===== src/rtl/famiclone_detect_pkg.sv =====
// Shared encodings for the famiclone probe and the CIRAM/NTRAM steering that consumes its result.
package famiclone_detect_pkg;

  typedef enum logic [1:0] {
    ST_INIT    = 2'd0,
    ST_OBSERVE = 2'd1,
    ST_DONE    = 2'd2
  } state_e;

  typedef enum logic [1:0] {
    FM_AUTO  = 2'b00,
    FM_ORIG  = 2'b01,
    FM_CLONE = 2'b10,
    FM_RERUN = 2'b11
  } force_e;

  // Bits needed to hold values 0..n, never less than one bit.
  function automatic int unsigned ctr_w(input int unsigned n);
    return (n == 0) ? 1 : $clog2(n + 1);
  endfunction

endpackage


===== src/rtl/famiclone_sample_ctr.sv =====
// Saturating up-counter with a limit flag and a threshold flag, both computed on the value
// the counter takes at the coming edge so the caller can act in the same cycle.
module famiclone_sample_ctr #(
  parameter int unsigned LIMIT  = 3,
  parameter int unsigned THRESH = LIMIT,
  parameter int unsigned W      = 2
) (
  input  logic         clk_i,
  input  logic         clr_i,
  input  logic         inc_i,
  output logic [W-1:0] cnt_o,
  output logic         below_o,
  output logic         reached_o,
  output logic         thresh_o
);

  logic [W-1:0] cnt_q;
  logic [W-1:0] cnt_d;

  assign below_o = (32'(cnt_q) < LIMIT);

  always_comb begin
    cnt_d = cnt_q;
    if (inc_i && below_o) begin
      cnt_d = cnt_q + 1'b1;
    end
  end

  always_ff @(posedge clk_i) begin
    if (clr_i) begin
      cnt_q <= '0;
    end else begin
      cnt_q <= cnt_d;
    end
  end

  assign cnt_o     = cnt_q;
  assign reached_o = (32'(cnt_d) == LIMIT);
  assign thresh_o  = (32'(cnt_d) >= THRESH);

endmodule


===== src/rtl/famiclone_detect.sv =====
// Power-on famiclone probe: holds CIRAM /CE and /A13 low, then classifies the console from
// PPU read samples whose /A13 is or is not the inverse of A13.
module famiclone_detect
  import famiclone_detect_pkg::*;
#(
  parameter int unsigned INIT_CYCLES    = 15,
  parameter int unsigned N_LOW          = 3,
  parameter int unsigned N_HIGH         = 3,
  parameter int unsigned MISMATCH_MIN   = 1,
  parameter int unsigned TIMEOUT_CYCLES = 65535,
  parameter int unsigned MISMATCH_W     = 4
) (
  input  logic                  m2,
  input  logic                  rst,
  input  logic                  ppu_rd_evt,
  input  logic                  ppu_a13,
  input  logic                  ppu_not_a13,
  input  logic [1:0]            force_mode,
  output logic                  init_hold,
  output logic                  detect_done,
  output logic                  new_dendy,
  output logic [MISMATCH_W-1:0] mismatch_cnt
);

  localparam int unsigned IW     = ctr_w(INIT_CYCLES);
  localparam int unsigned LW     = ctr_w(N_LOW);
  localparam int unsigned HW     = ctr_w(N_HIGH);
  localparam int unsigned TW     = ctr_w(TIMEOUT_CYCLES);
  localparam int unsigned MM_LIM = (1 << MISMATCH_W) - 1;

  state_e        state_q;
  logic [IW-1:0] hold_q;
  logic          init_hold_q;
  logic          done_q;
  logic          dendy_q;

  logic          clr;
  logic          run_obs;
  logic          sample_vld;
  logic          low_below, low_reached, low_thr;
  logic          high_below, high_reached, high_thr;
  logic          mm_below, mm_reached, mm_hit;
  logic          to_below, to_reached, to_thr;
  logic [LW-1:0] low_cnt;
  logic [HW-1:0] high_cnt;
  logic [TW-1:0] to_cnt;
  logic          to_hit;
  logic          unused_ctr;

  // A re-run request behaves exactly like reset for every counter and the FSM.
  assign clr        = rst | (force_mode == FM_RERUN);
  assign run_obs    = (state_q == ST_OBSERVE) && (force_mode == FM_AUTO);
  assign sample_vld = run_obs && ppu_rd_evt && low_below && high_below;
  assign to_hit     = (TIMEOUT_CYCLES != 0) && to_reached;

  famiclone_sample_ctr #(.LIMIT(N_LOW), .W(LW)) u_low_ctr (
    .clk_i     (m2),
    .clr_i     (clr),
    .inc_i     (sample_vld && !ppu_a13),
    .cnt_o     (low_cnt),
    .below_o   (low_below),
    .reached_o (low_reached),
    .thresh_o  (low_thr)
  );

  famiclone_sample_ctr #(.LIMIT(N_HIGH), .W(HW)) u_high_ctr (
    .clk_i     (m2),
    .clr_i     (clr),
    .inc_i     (sample_vld && ppu_a13),
    .cnt_o     (high_cnt),
    .below_o   (high_below),
    .reached_o (high_reached),
    .thresh_o  (high_thr)
  );

  famiclone_sample_ctr #(.LIMIT(MM_LIM), .THRESH(MISMATCH_MIN), .W(MISMATCH_W)) u_mm_ctr (
    .clk_i     (m2),
    .clr_i     (clr),
    .inc_i     (sample_vld && (ppu_a13 == ppu_not_a13)),
    .cnt_o     (mismatch_cnt),
    .below_o   (mm_below),
    .reached_o (mm_reached),
    .thresh_o  (mm_hit)
  );

  famiclone_sample_ctr #(.LIMIT(TIMEOUT_CYCLES), .W(TW)) u_to_ctr (
    .clk_i     (m2),
    .clr_i     (clr),
    .inc_i     (run_obs),
    .cnt_o     (to_cnt),
    .below_o   (to_below),
    .reached_o (to_reached),
    .thresh_o  (to_thr)
  );

  assign unused_ctr = ^{low_cnt, high_cnt, to_cnt, low_thr, high_thr, to_thr,
                        mm_below, mm_reached, to_below};

  always_ff @(posedge m2) begin
    if (clr) begin
      state_q     <= ST_INIT;
      hold_q      <= IW'(INIT_CYCLES);
      init_hold_q <= 1'b1;
      done_q      <= 1'b0;
      dendy_q     <= 1'b0;
    end else if (force_mode == FM_ORIG || force_mode == FM_CLONE) begin
      state_q     <= ST_DONE;
      init_hold_q <= 1'b0;
      done_q      <= 1'b1;
      dendy_q     <= (force_mode == FM_CLONE);
    end else begin
      case (state_q)
        ST_INIT: begin
          if (hold_q != '0) begin
            hold_q <= hold_q - 1'b1;
          end
          if (hold_q == IW'(1)) begin
            state_q     <= ST_OBSERVE;
            init_hold_q <= 1'b0;
          end
        end
        ST_OBSERVE: begin
          // A mismatch seen on this edge outranks both sample completion and timeout.
          if (mm_hit) begin
            state_q <= ST_DONE;
            done_q  <= 1'b1;
            dendy_q <= 1'b1;
          end else if (low_reached || high_reached || to_hit) begin
            state_q <= ST_DONE;
            done_q  <= 1'b1;
            dendy_q <= 1'b0;
          end
        end
        default: begin
        end
      endcase
    end
  end

  assign init_hold   = init_hold_q;
  assign detect_done = done_q;
  assign new_dendy   = dendy_q;

endmodule


===== config.mk =====
export PLATFORM = sky130hd
export DESIGN_NAME = famiclone_detect
export DESIGN_NICKNAME = d
export VERILOG_FILES = /design/src/rtl/famiclone_detect_pkg.sv /design/src/rtl/famiclone_sample_ctr.sv /design/src/rtl/famiclone_detect.sv
export SDC_FILE = /design/constraint.sdc
export NUM_CORES = 1
export LEC_CHECK = 0
export CORE_ASPECT_RATIO = 1.4
export CORE_MARGIN = 2
export CORE_UTILIZATION = 40
export CTS_BUF_LIST = sky130_fd_sc_hd__clkbuf_2
export DETAILED_ROUTE_END_ITERATION = 10
export GPL_ROUTABILITY_DRIVEN = 0
export GPL_TIMING_DRIVEN = 0
export PLACE_DENSITY = 0.72
export SLEW_MARGIN = 20
export SYNTH_ARGS = -nofsm -noshare
export SYNTH_HDL_FRONTEND = slang
export SYNTH_SLANG_ARGS = --single-unit

===== constraint.sdc =====
create_clock -name m2 -period 2 [get_ports m2]
set_input_delay 0.2 -clock m2 [delete_from_list [all_inputs] [get_ports m2]]
set_output_delay 0.2 -clock m2 [all_outputs]
set_load 0.05 [all_outputs]

======== Word level (Yosys, flattened, before mapping) ========
Cells that the tools add are included.
operators by class
  add/subtract/negate cells ............... 5
  $mul .................................... 0
  div/mod/pow operators ................... 0
  $lt $le $gt $ge ......................... 5
  equality and inequality tests ........... 13
  shifts and indexed selects .............. 0
  multiplexer cells ....................... 20
  bitwise logic cells ..................... 2
  reduce and logical (&&, ||, !) cells .... 30
operators with widths
  cell                                                                                  count
  16-bit by 1-bit adder with 16-bit output (second input constant)                      1
  16-bit equality test (second input constant)                                          1
  16-bit < comparator (second input constant)                                           1
  16-bit 2-to-1 mux                                                                     1
  2-bit 2-to-1 mux                                                                      6
  1-bit logical AND                                                                     11
  1-bit 2-to-1 mux                                                                      11
  3-bit AND reduction                                                                   3
  2-bit equality test (second input constant)                                           4
  2-bit nonzero test                                                                    4
  3-bit nonzero test                                                                    2
  2-bit by 1-bit adder with 2-bit output (second input constant)                        2
  4-bit by 1-bit adder with 4-bit output (second input constant)                        1
  2-bit by 1-bit equality test with 1-bit output (second input constant)                2
  4-bit by 1-bit equality test with 1-bit output (second input constant)                1
  4-bit by 1-bit greater-or-equal comparator with 1-bit output (second input constant)  1
  2-bit zero test                                                                       2
  2-bit < comparator (second input constant)                                            2
  4-bit < comparator (second input constant)                                            1
  4-bit 2-to-1 mux                                                                      1
  4-bit by 2-bit != test with 1-bit output (second input constant)                      1
  2-bit case mux with 2 select lines                                                    1
  2-bit AND reduction                                                                   2
  4-bit nonzero test                                                                    1
  10 further kinds                                                                      12
storage, ports and cells
  register bits after elaboration ......... 33
  latch bits .............................. 0
  bits in writable memories ............... 0
  bits in read-only memories .............. 0
  logic and storage cells ................. 85
  memories kept ........................... 0

======== Longest topological paths before layout ========
Gate-level depths: netlist of the first run.
  depth in word-level cells ............... 15
  mapped depth ............................ 10

======== Hierarchy ========
From an unflattened synthesis of the first run, not the netlist that was laid out.
unflattened totals
  cells, all modules ...................... 247
  area total of the unflattened synthesis .. 2097.0 µm²
by module, submodules not included
  module                                 times used  cells each  area an instance (µm²)  sequential area each (µm²)
  famiclone_sample_ctr (u_to_ctr)        1           131         1067.3                  320.3
  famiclone_detect                       1           58          499.2                   180.2
  famiclone_sample_ctr (u_high_ctr ...)  2           15          145.1                   40.0
  famiclone_sample_ctr (u_mm_ctr)        1           28          240.2                   80.1

======== Worst setup path after synthesis of the first run ========
Ideal clock, no wire load.
  kind .................................... flip-flop to flip-flop
  start point ............................. register u_to_ctr.cnt_q[0], in the netlist u_to_ctr.cnt_o[0]
  end point ............................... register state_q[0]
  data arrival time ....................... 2.122 ns
  required time ........................... 1.880 ns
  path slack .............................. -0.241 ns
  stages on the path, launching flop included .. 9
  path buffers ............................ 0
  clock period less this slack ............ 2.241 ns
  cell sequence ........................... dfxtp_1 ha_1 nand3_1 or4_4 a21oi_2 o211a_1 and4b_1 a211oi_2 o31a_1
between the ends
  cells in the longest elaborated chain, start to end .. 7
  elaborated cells between the ends (all ways) .. 8
  classes of those cells .................. 1 x add/sub; 1 x order compare; 2 x eq/ne; 1 x mux; 3 x reduce/logical
ends and longest elaborated chain
  what                                                         RTL line                    text
  start, declared                                              famiclone_sample_ctr.sv:17  logic [W-1:0] cnt_q;
  start signal, assigned                                       famiclone_sample_ctr.sv:33  cnt_q <= cnt_d;
  16-bit < comparator                                          famiclone_sample_ctr.sv:20  assign below_o = (32'(cnt_q) < LIMIT);
  1-bit logical AND                                            famiclone_sample_ctr.sv:24  if (inc_i && below_o) begin
  16-bit 2-to-1 mux *                                          famiclone_sample_ctr.sv:24
  16-bit equality test *                                       famiclone_sample_ctr.sv:38  assign reached_o = (32'(cnt_d) == LIMIT);
  1-bit logical OR *                                           famiclone_detect.sv:128     end else if (low_reached || high_reached || to_hit) begin
  3-bit by 2-bit != test with 1-bit output (no source line) *  -
  3-bit AND reduction (no source line) *                       -
  end signal, assigned                                         famiclone_detect.sv:118     state_q <= ST_OBSERVE;
  end signal, assigned                                         famiclone_detect.sv:125     state_q <= ST_DONE;
  end signal, assigned                                         famiclone_detect.sv:129     state_q <= ST_DONE;
  end, declared                                                famiclone_detect.sv:31      state_e state_q;
Mark *: on every way between the ends. The rest lies on a longest branch, timed or not.
A chain may end at the register's enable or synchronous reset.

======== Final worst setup path of the first run ========
Ends and elaborated chain as after synthesis.

==> metrics.log, run 1 <==
INFO  metric clk_pin_slew = 190 ps
INFO  metric overflow = 0
INFO  metric detail-route-antenna-nets = 0
INFO  metric routed_vias = 1640
INFO  metric rel_slew_slack = between 60% and 70%
INFO  metric cp-start-kind = register
INFO  metric cts_buffers = 5
INFO  metric largest_net_degree_at_the_start_of_global_routing = 11
INFO  metric switching_share = between 20% and 30%
INFO  metric fmax = 443.2 MHz
INFO  metric total_power = 1.236 mW
INFO  metric rsz0062_at_grt = yes
INFO  metric vdd_ir_drop_max = roughly 0.00037 V
INFO  metric worstPathRequired = around 2300 ps
INFO  metric grt_pass1_vias = 1539
INFO  metric die_area = 5118 sq um
INFO  metric path_class = reg -> reg
INFO  metric port-buffer-count = 13
INFO  metric dieWidth = 61.04 um
INFO  metric grt_first_pass_wirelength = 6831 um
INFO  metric fillCellCount = 405
INFO  metric design.core.area = 4463 sq um
INFO  metric synth-seq-cells = 33
INFO  metric internal-power = 926.5 uW
INFO  metric run_status = finished, violations left
INFO  metric worstMarginPinSlew = 562.8 ps
INFO  metric sw_power = 309.9 uW
INFO  metric finish.net_count = roughly 260
INFO  metric mostFrequentLayoutCell = nor2_1
INFO  metric clk_latency = just under 400 ps
INFO  metric report.final.setup_viol = 4
INFO  metric finalWorstSetupSlack = -256.4 ps
INFO  metric post_synth_instance_area = 1822 sq um
INFO  metric firstDrtPassIters = 4
INFO  metric synth-edff-count = 0
INFO  metric vias_per_cell = roughly 5.4
INFO  metric p_seq_share = 54.5%
INFO  metric route.final.wire_length = 4127 um
INFO  metric clk_root_buffer_cell = clkbuf_2
INFO  metric drt_iter0_drc = 39
INFO  metric yosys.cell_types.count = between 50 and 60
INFO  metric power.clock.fraction = 36.3%
INFO  metric critical_path_arrival = between 2000 and 3000 ps
INFO  metric power_frac_comb = under 10%
INFO  metric final-max-slew-violation-count = 0
INFO  metric cts-htree-levels = 2
INFO  metric cts.path.max_buffers = 2
INFO  metric avgSynthCellArea = 8.716 sq um
INFO  metric cts.hold.buffers_added = 0
INFO  metric route.detailed.wl_per_inst = 13.53 um
INFO  metric mappedNetlistNets = 225
INFO  metric cts_tree = done
INFO  metric finish.cell_count_without_fillers = 305
INFO  metric initial_antenna_violation_count = 0
INFO  metric ioPinCount = 14
INFO  metric grtUsageTotal = 17.48%
INFO  metric finalClockSkew = 20.56 ps
INFO  metric min_path_cells = 5
INFO  metric remaining_drc_errors = 0
INFO  metric num_antenna_cells = 0
INFO  metric prevailing_post_synth_register_cell = dfxtp_1
INFO  metric synth_seq_area_share = a little over a third
INFO  metric drive_above_1_share = slightly below 30%
INFO  metric numClockSinks = 33
INFO  metric worst-path-max-fanout = 5
INFO  metric postSynth.asyncResetShare = 0%
INFO  metric dp_cell_count = 284
INFO  metric areaGrowthSynthToFinish = 29.74%
INFO  metric hold_class = in -> reg
INFO  metric layout.cells.most_common_list = 25 x nor2_1, 16 x nand2_1, 16 x dfxtp_2
INFO  metric finalCritPeriodShare = 112.8%
INFO  metric power_density = 523.1 nW/um^2
INFO  metric initial_core_util = 40.82%
INFO  metric final_count_of_hold_timing_violations = 0
INFO  metric synth-warning-count = 0
INFO  metric max_cap_violations = 0
INFO  metric dpl.hpwl = 2780 um
INFO  metric violations_in_the_final_reports = setup timing
INFO  metric cp-end-kind = register
INFO  metric floorplan.rows = 29
INFO  metric period_needed = around 2300 ps
INFO  metric pleak = 0.9560 nW
INFO  metric syn-instance-count = 209
INFO  metric reg2regPathDepth = 8
INFO  metric die_height = 83.85 um
registers in the layout, summed over array words and instances, names as in the netlist:
register	count
u_to_ctr.cnt_o	16
hold_q	4
u_mm_ctr.cnt_o	4
state_q	2
u_high_ctr.cnt_o	2
u_low_ctr.cnt_o	2
detect_done	1
init_hold	1
new_dendy	1
synth_stat cells, drive strengths merged (3+ instances only):
master / count / share of area, %
mux2i: 4 / 2.2
nand3: 13 / 3.6
nor2b: 3 / 1.0
o21ai: 9 / 2.5
mux2: 3 / 2.1
or3: 3 / 1.4
xnor2: 8 / 3.8
clkbuf: 4 / 0.82
ha: 9 / 6.2
nor3: 6 / 1.6
inv: 7 / 1.4
a21oi: 8 / 2.4
xor2: 8 / 3.8
nor2: 27 / 5.6
nand4: 12 / 4.8
dfxtp: 33 / 36
nand2: 16 / 3.3
critical path: stages (launching register included):
cell and delay (ps):
dfxtp_4 400, ha_4 150, nand3_4 120, nor3_4 260
nand4_1 210, a2111oi_4 350, and4b_2 330, a211oi_4 90
o31a_1 250
power by group through the flow:
stage	clock, mW	combinational, mW	sequential [mW]
floorplan	0	0.0537	0.706
global placement	0	0.109	0.689
detailed placement	0	0.110	0.690
CTS	0.456	0.115	0.676
global route	0.490	0.124	0.677
finish	0.449	0.113	0.674
stage by stage:
step                      TNS, ps  utilization (%)  hold slack (ps)  setup WS, ps  area, sq um
after floorplan            -18.49                -            378.1        -18.49         1894
after global placement      -3928            47.10            461.9        -929.8         2102
after detailed placement    -3990            47.10            461.2        -920.5         2102
after CTS                  -741.7            51.81            406.9        -197.2         2312
after global routing        -1219            52.96            480.4        -330.9         2364
final                      -922.1            52.96            412.0        -256.4         2364
what timing repair did:
action                                  in CTS  in global routing
pin swaps                                   15                  7
endpoints found under the setup margin       5                  5
gates resized for setup                     24                 12
buffers inserted                            11                  2
per-layer routing:
layer / share of wire (%) / track usage [%]
met1: 42 / 21.44
met2: 51 / 26.79
met3: 3.2 / 4.186
met4: 3.7 / 10.28
met5: 0 / 0
cells by family after synthesis:
group,after synthesis,synth area share (%)
fa+ha+maj,9,6.181
buf+inv,13,2.953
simple gates,98,29.74
flops,33,36.26
compound gates,33,12.91
xor+xnor,16,7.693
mux,7,4.258
path summary, 6_finish.rpt:
| path | from | endpoint | slack, ps |
|---|---|---|---|
| max reg2reg | u_to_ctr.cnt_o[0] | state_q[0] | -260 |
| max | u_to_ctr.cnt_o[0] | state_q[0] | -260 |
| min reg2reg | init_hold | init_hold | 490 |
| min | force_mode[1] | state_q[1] | 410 |
cell type report:
| class | count | area (sq um) | share of cell area, % |
|---|---|---|---|
| multi-input combinational | 163 | 1244 | 52.62 |
| sequential | 33 | 691.9 | 29.27 |
| timing repair buffer | 26 | 226.5 | 9.582 |
| tap | 62 | 77.57 | 3.282 |
| clock inverter | 2 | 33.78 | 1.429 |
| buffer | 6 | 33.78 | 1.429 |
| clock buffer | 6 | 30.03 | 1.271 |
| inverter | 7 | 26.28 | 1.112 |
Note: power is estimated with default switching activity, not from simulation.
==> inputs of run 2 (changes only) <==
--- a/config.mk
+++ b/config.mk
@@ -5,6 +5,7 @@
 export SDC_FILE = /design/constraint.sdc
 export NUM_CORES = 1
 export LEC_CHECK = 0
+export ABC_AREA = 1
 export CORE_ASPECT_RATIO = 1.4
 export CORE_MARGIN = 2
 export CORE_UTILIZATION = 40
@@ -13,6 +14,7 @@
 export GPL_ROUTABILITY_DRIVEN = 0
 export GPL_TIMING_DRIVEN = 0
 export PLACE_DENSITY = 0.72
+export REMOVE_ABC_BUFFERS = 1
 export SLEW_MARGIN = 20
 export SYNTH_ARGS = -nofsm -noshare
 export SYNTH_HDL_FRONTEND = slang
==> metrics.log, run 2 <==
INFO  metric fmax = 505.2 MHz (+14%)
INFO  metric die_area = 5892 sq um (+15%)
INFO  metric grt_pass1_vias = 1932 (+26%)
INFO  metric largest_register_ff_count = 16 (unchanged)
INFO  metric cts_buffers = 5 (unchanged)
INFO  metric clk_pin_slew = 170 ps (-20 ps)
INFO  metric fillCellCount = 528 (+30%)
INFO  metric cp_num_buf_inv = 1 (+1)
INFO  metric report.final.setup_viol = 0 (-4)
INFO  metric seqCellArea = 679.4 sq um (-1.8%)
INFO  metric cts_tree = done
INFO  metric use_met3 = 2.378% (-1.8 points)
INFO  metric die_height = 90.03 um (+7.4%)
INFO  metric area_of_placed_instances = 2308 sq um (+9.8%)
INFO  metric synth_seq_area_share = 31.24% (-5.0 points)
INFO  metric rsz0062_at_grt = yes
INFO  metric floorplan.rows = 31 (+6.9%)
INFO  metric multi_input_area = 1343 sq um (+7.9%)
INFO  metric yosys.cell_types.count = 28 (-45%)
INFO  metric clk_root_buffer_cell = clkbuf_2
INFO  metric critical_path_arrival = 2220 ps (-330 ps)
INFO  metric pleak = 1.096 nW (+15%)
INFO  metric final_count_of_hold_timing_violations = 0 (unchanged)
INFO  metric areaGrowthSynthToFinish = 21.54%
INFO  metric cp-end-kind = register
INFO  metric worst_path_largest_cell_delay = 410 ps (about the same)
INFO  metric firstDrtPassIters = 4 (unchanged)
INFO  metric prevailing_post_synth_register_cell = dfxtp_1
INFO  metric synth.top_cell.area_share = 31.24% (-5.0 points)
INFO  metric global_route.peak_usage_layer = met2
INFO  metric worstMarginPinSlew = 946.0 ps (+383.2 ps)
INFO  metric post_synth_instance_area = 2115 sq um (+16%)
INFO  metric rel_slew_slack = 36.86% (-26 points)
INFO  metric numClockSinks = 33 (unchanged)
INFO  metric port-buffer-count = 13 (unchanged)
INFO  metric layout.cells.most_common_list = 93 x nand2_1, 55 x nor2_1, 42 x inv_1
INFO  metric groute.layer.met1.usage = 17.57% (-3.9 points)
INFO  metric vias_per_cell = 4.675 (-13%)
INFO  metric dpl.hpwl = 3191 um (+15%)
INFO  metric largest_net_degree_at_the_start_of_global_routing = 32 (+21)
INFO  metric layout.cell_area.non_filler = 2570 sq um (+8.7%)
INFO  metric cts-htree-levels = 2 (unchanged)
INFO  metric synth-edff-count = 0 (unchanged)
INFO  metric synth_compound_area_share = 4.911% (-8.0 points)
INFO  metric top_cells_by_instance_count_after_synthesis = 96 x nand2_1, 60 x nor2_1, 43 x inv_1
INFO  metric finalClockSkew = 22.96 ps (+2.401 ps)
INFO  metric routed_vias = 1987 (+21%)
INFO  metric post_synth_xor_area_fraction = 2.899% (-4.8 points)
INFO  metric remaining_drc_errors = 0 (unchanged)
INFO  metric netlist.top_cell.by_area = dfxtp_1
INFO  metric synth_adder_area_share = 5.325% (-0.86 points)
INFO  metric finish.net_count = 374 (+45%)
INFO  metric route.final.wire_length = 4474 um (+8.4%)
INFO  metric drive_above_1_share = 20.61% (-8.6 points)
INFO  metric minimum_hold_slack = 269.7 ps (-142.3 ps)
INFO  metric synth_simple_gate_area_share = 46.21% (+16 points)
INFO  metric overflow = 0 (unchanged)
INFO  metric cp-start-kind = register
INFO  metric synth-seq-cells = 33 (unchanged)
INFO  metric mostFrequentLayoutCell = nand2_1
INFO  metric worstPathRequired = 2240 ps (-50 ps)
INFO  metric synth-warning-count = 0 (unchanged)
INFO  metric path_class = reg -> reg
INFO  metric clk_latency = 380 ps (about the same)
INFO  metric dp_worst_setup_slack = -455.1 ps (+465.4 ps)
INFO  metric design.core.area = 5120 sq um (+15%)
INFO  metric final-max-slew-violation-count = 0 (unchanged)
INFO  metric cpMostUsedCell = nand2_1
INFO  metric route.detailed.wl_per_inst = 10.53 um (-22%)
INFO  metric ioPinCount = 14 (unchanged)
INFO  metric grt_use_met2 = 30.02% (+3.2 points)
INFO  metric finalCritPeriodShare = 98.97% (-14 points)
INFO  metric num_antenna_cells = 0 (unchanged)
INFO  metric synth_top_family_by_area = simple AND/OR/NAND/NOR gates
INFO  metric initial_core_util = 41.30% (+0.48 points)
INFO  metric avgSynthCellArea = 6.486 sq um (-26%)
INFO  metric hold_class = in -> reg
INFO  metric dieWidth = 65.45 um (+7.2%)
INFO  metric period_needed = 1979 ps (-277.0 ps)
INFO  metric detail-route-antenna-nets = 0 (unchanged)
INFO  metric critPathTopFamily = simple AND/OR/NAND/NOR gates
INFO  metric cts.path.max_buffers = 2 (unchanged)
INFO  metric synthMuxAreaShare = 0% (-4.3 points)
INFO  metric vdd_ir_drop_max = 0.0004013 V (+9.1%)
INFO  metric cell_with_the_most_instances_after_synthesis = nand2_1
INFO  metric run_status = finished, final reports clean
INFO  metric initial_antenna_violation_count = 0 (unchanged)
INFO  metric synth.top_cells.by_area = dfxtp_1 31%, nand2_1 17%, nor2_1 11%, inv_1 7.6%, ha_1 5.3%
INFO  metric timing.critical_path.cells = ha_4, inv_2, nor2_4, nand2_4, nor2_8, nor2_4, nand2_1, nand2_1, nor2_1, nand2_1, nor2_2, nand2_1, nand3_2, nand2_2, nand2_1, a21oi_1
INFO  metric critical-path-slowest-cell = dfxtp_4
INFO  metric drt_iter0_drc = 65 (+67%)
INFO  metric grtUsageTotal = 16.39% (-1.1 points)
INFO  metric setup_total_negative_slack = 0 ps (+922.1 ps)
INFO  metric max_cap_violations = 0 (unchanged)
INFO  metric power_density = 415.7 nW/um^2 (-21%)
INFO  metric worst-path-max-fanout = 8 (+3)
INFO  metric syn-instance-count = 326 (+56%)
INFO  metric grt_first_pass_wirelength = 7748 um (+13%)
INFO  metric finalWorstSetupSlack = 20.60 ps (+277.0 ps)
INFO  metric total_power = 1.068 mW (-14%)
INFO  metric postSynth.asyncResetShare = 0% (unchanged)
run 2: changes by cell type in the layout (fill, tap and decap cells not counted), moves of 7 or more:
cell	previous run	this run
nand2_1	16	93
inv_1	6	42
nor2_1	25	55
nor2_4	0	11
dfxtp_1	14	22
dfxtp_2	16	9
nand3_1	12	19
xor2_1	8	1
run 2: logic make-up (layout without fill, tap and decap cells):
group / after synthesis / count (layout)
and+or+nand+nor: 208 / 208
buffers and inverters: 51 / 84
DFF: 33 / 33
AOI/OAI and AO/OA: 18 / 18
adders and majority gates: 9 / 9
xor gates and xnor gates: 7 / 7
run 2: report_power, final:
group / internal (mW) / total (mW) / switching, mW / leakage [nW]
clock: 0.0764 / 0.296 / 0.219 / 0.0278
sequential: 0.665 / 0.672 / 0.00672 / 0.273
combinational: 0.0373 / 0.101 / 0.0633 / 0.795
total: 0.779 / 1.07 / 0.289 / 1.10
run 2: timing repair:
action | CTS | global route
gates cloned | 0 | 0
pin swaps | 3 | 24
setup buffers | 1 | 14
hold buffers | 0 | 0
endpoints found under the setup margin | 4 | 4
resized for setup | 10 | 27
run 2: worst reg2reg max path, delay by kind of cell (launching register included):
kind | cells | cell delay [ps]
AOI/OAI and AO/OA | 1 | 50
DFF | 1 | 410
adders and majority gates | 1 | 160
buffers and inverters | 1 | 40
and+or+nand+nor | 13 | 1180
run 2: final timing paths:
kind | depth (start not counted) | from | to | slack (ps)
hold reg to reg | 2 | detect_done | detect_done | 470
setup / recovery | 16 | u_to_ctr.cnt_o[1] | new_dendy | 20
setup reg to reg | 16 | u_to_ctr.cnt_o[1] | new_dendy | 20
hold / removal | 4 | force_mode[0] | hold_q[0] | 270
run 2: layout make-up:
cell class	count	area share [%]
Multi-Input combinational cell	242	52.24
Timing Repair Buffer	28	9.640
Tap cell	66	3.213
Inverter	48	7.011
Clock inverter	3	0.4869
Sequential cell	33	26.44
Clock buffer	5	0.9737
run 2: per-layer routing:
| metal | vias to the layer above | routed length (um) |
|---|---|---|
| li1 | 1068 | - |
| met1 | 875 | 1784 |
| met2 | 32 | 2407 |
| met3 | 12 | 151 |
| met4 | 0 | 129 |
| met5 | - | 0 |
run 2: per-stage QoR:
step | util, % | cells
5_1_grt | 50.20 | 425
3_5_place_dp | 45.09 | 402
2_1_floorplan | - | 323
4_1_cts | 46.60 | 411
6_report | 50.20 | 425
3_3_place_gp | 45.09 | 402
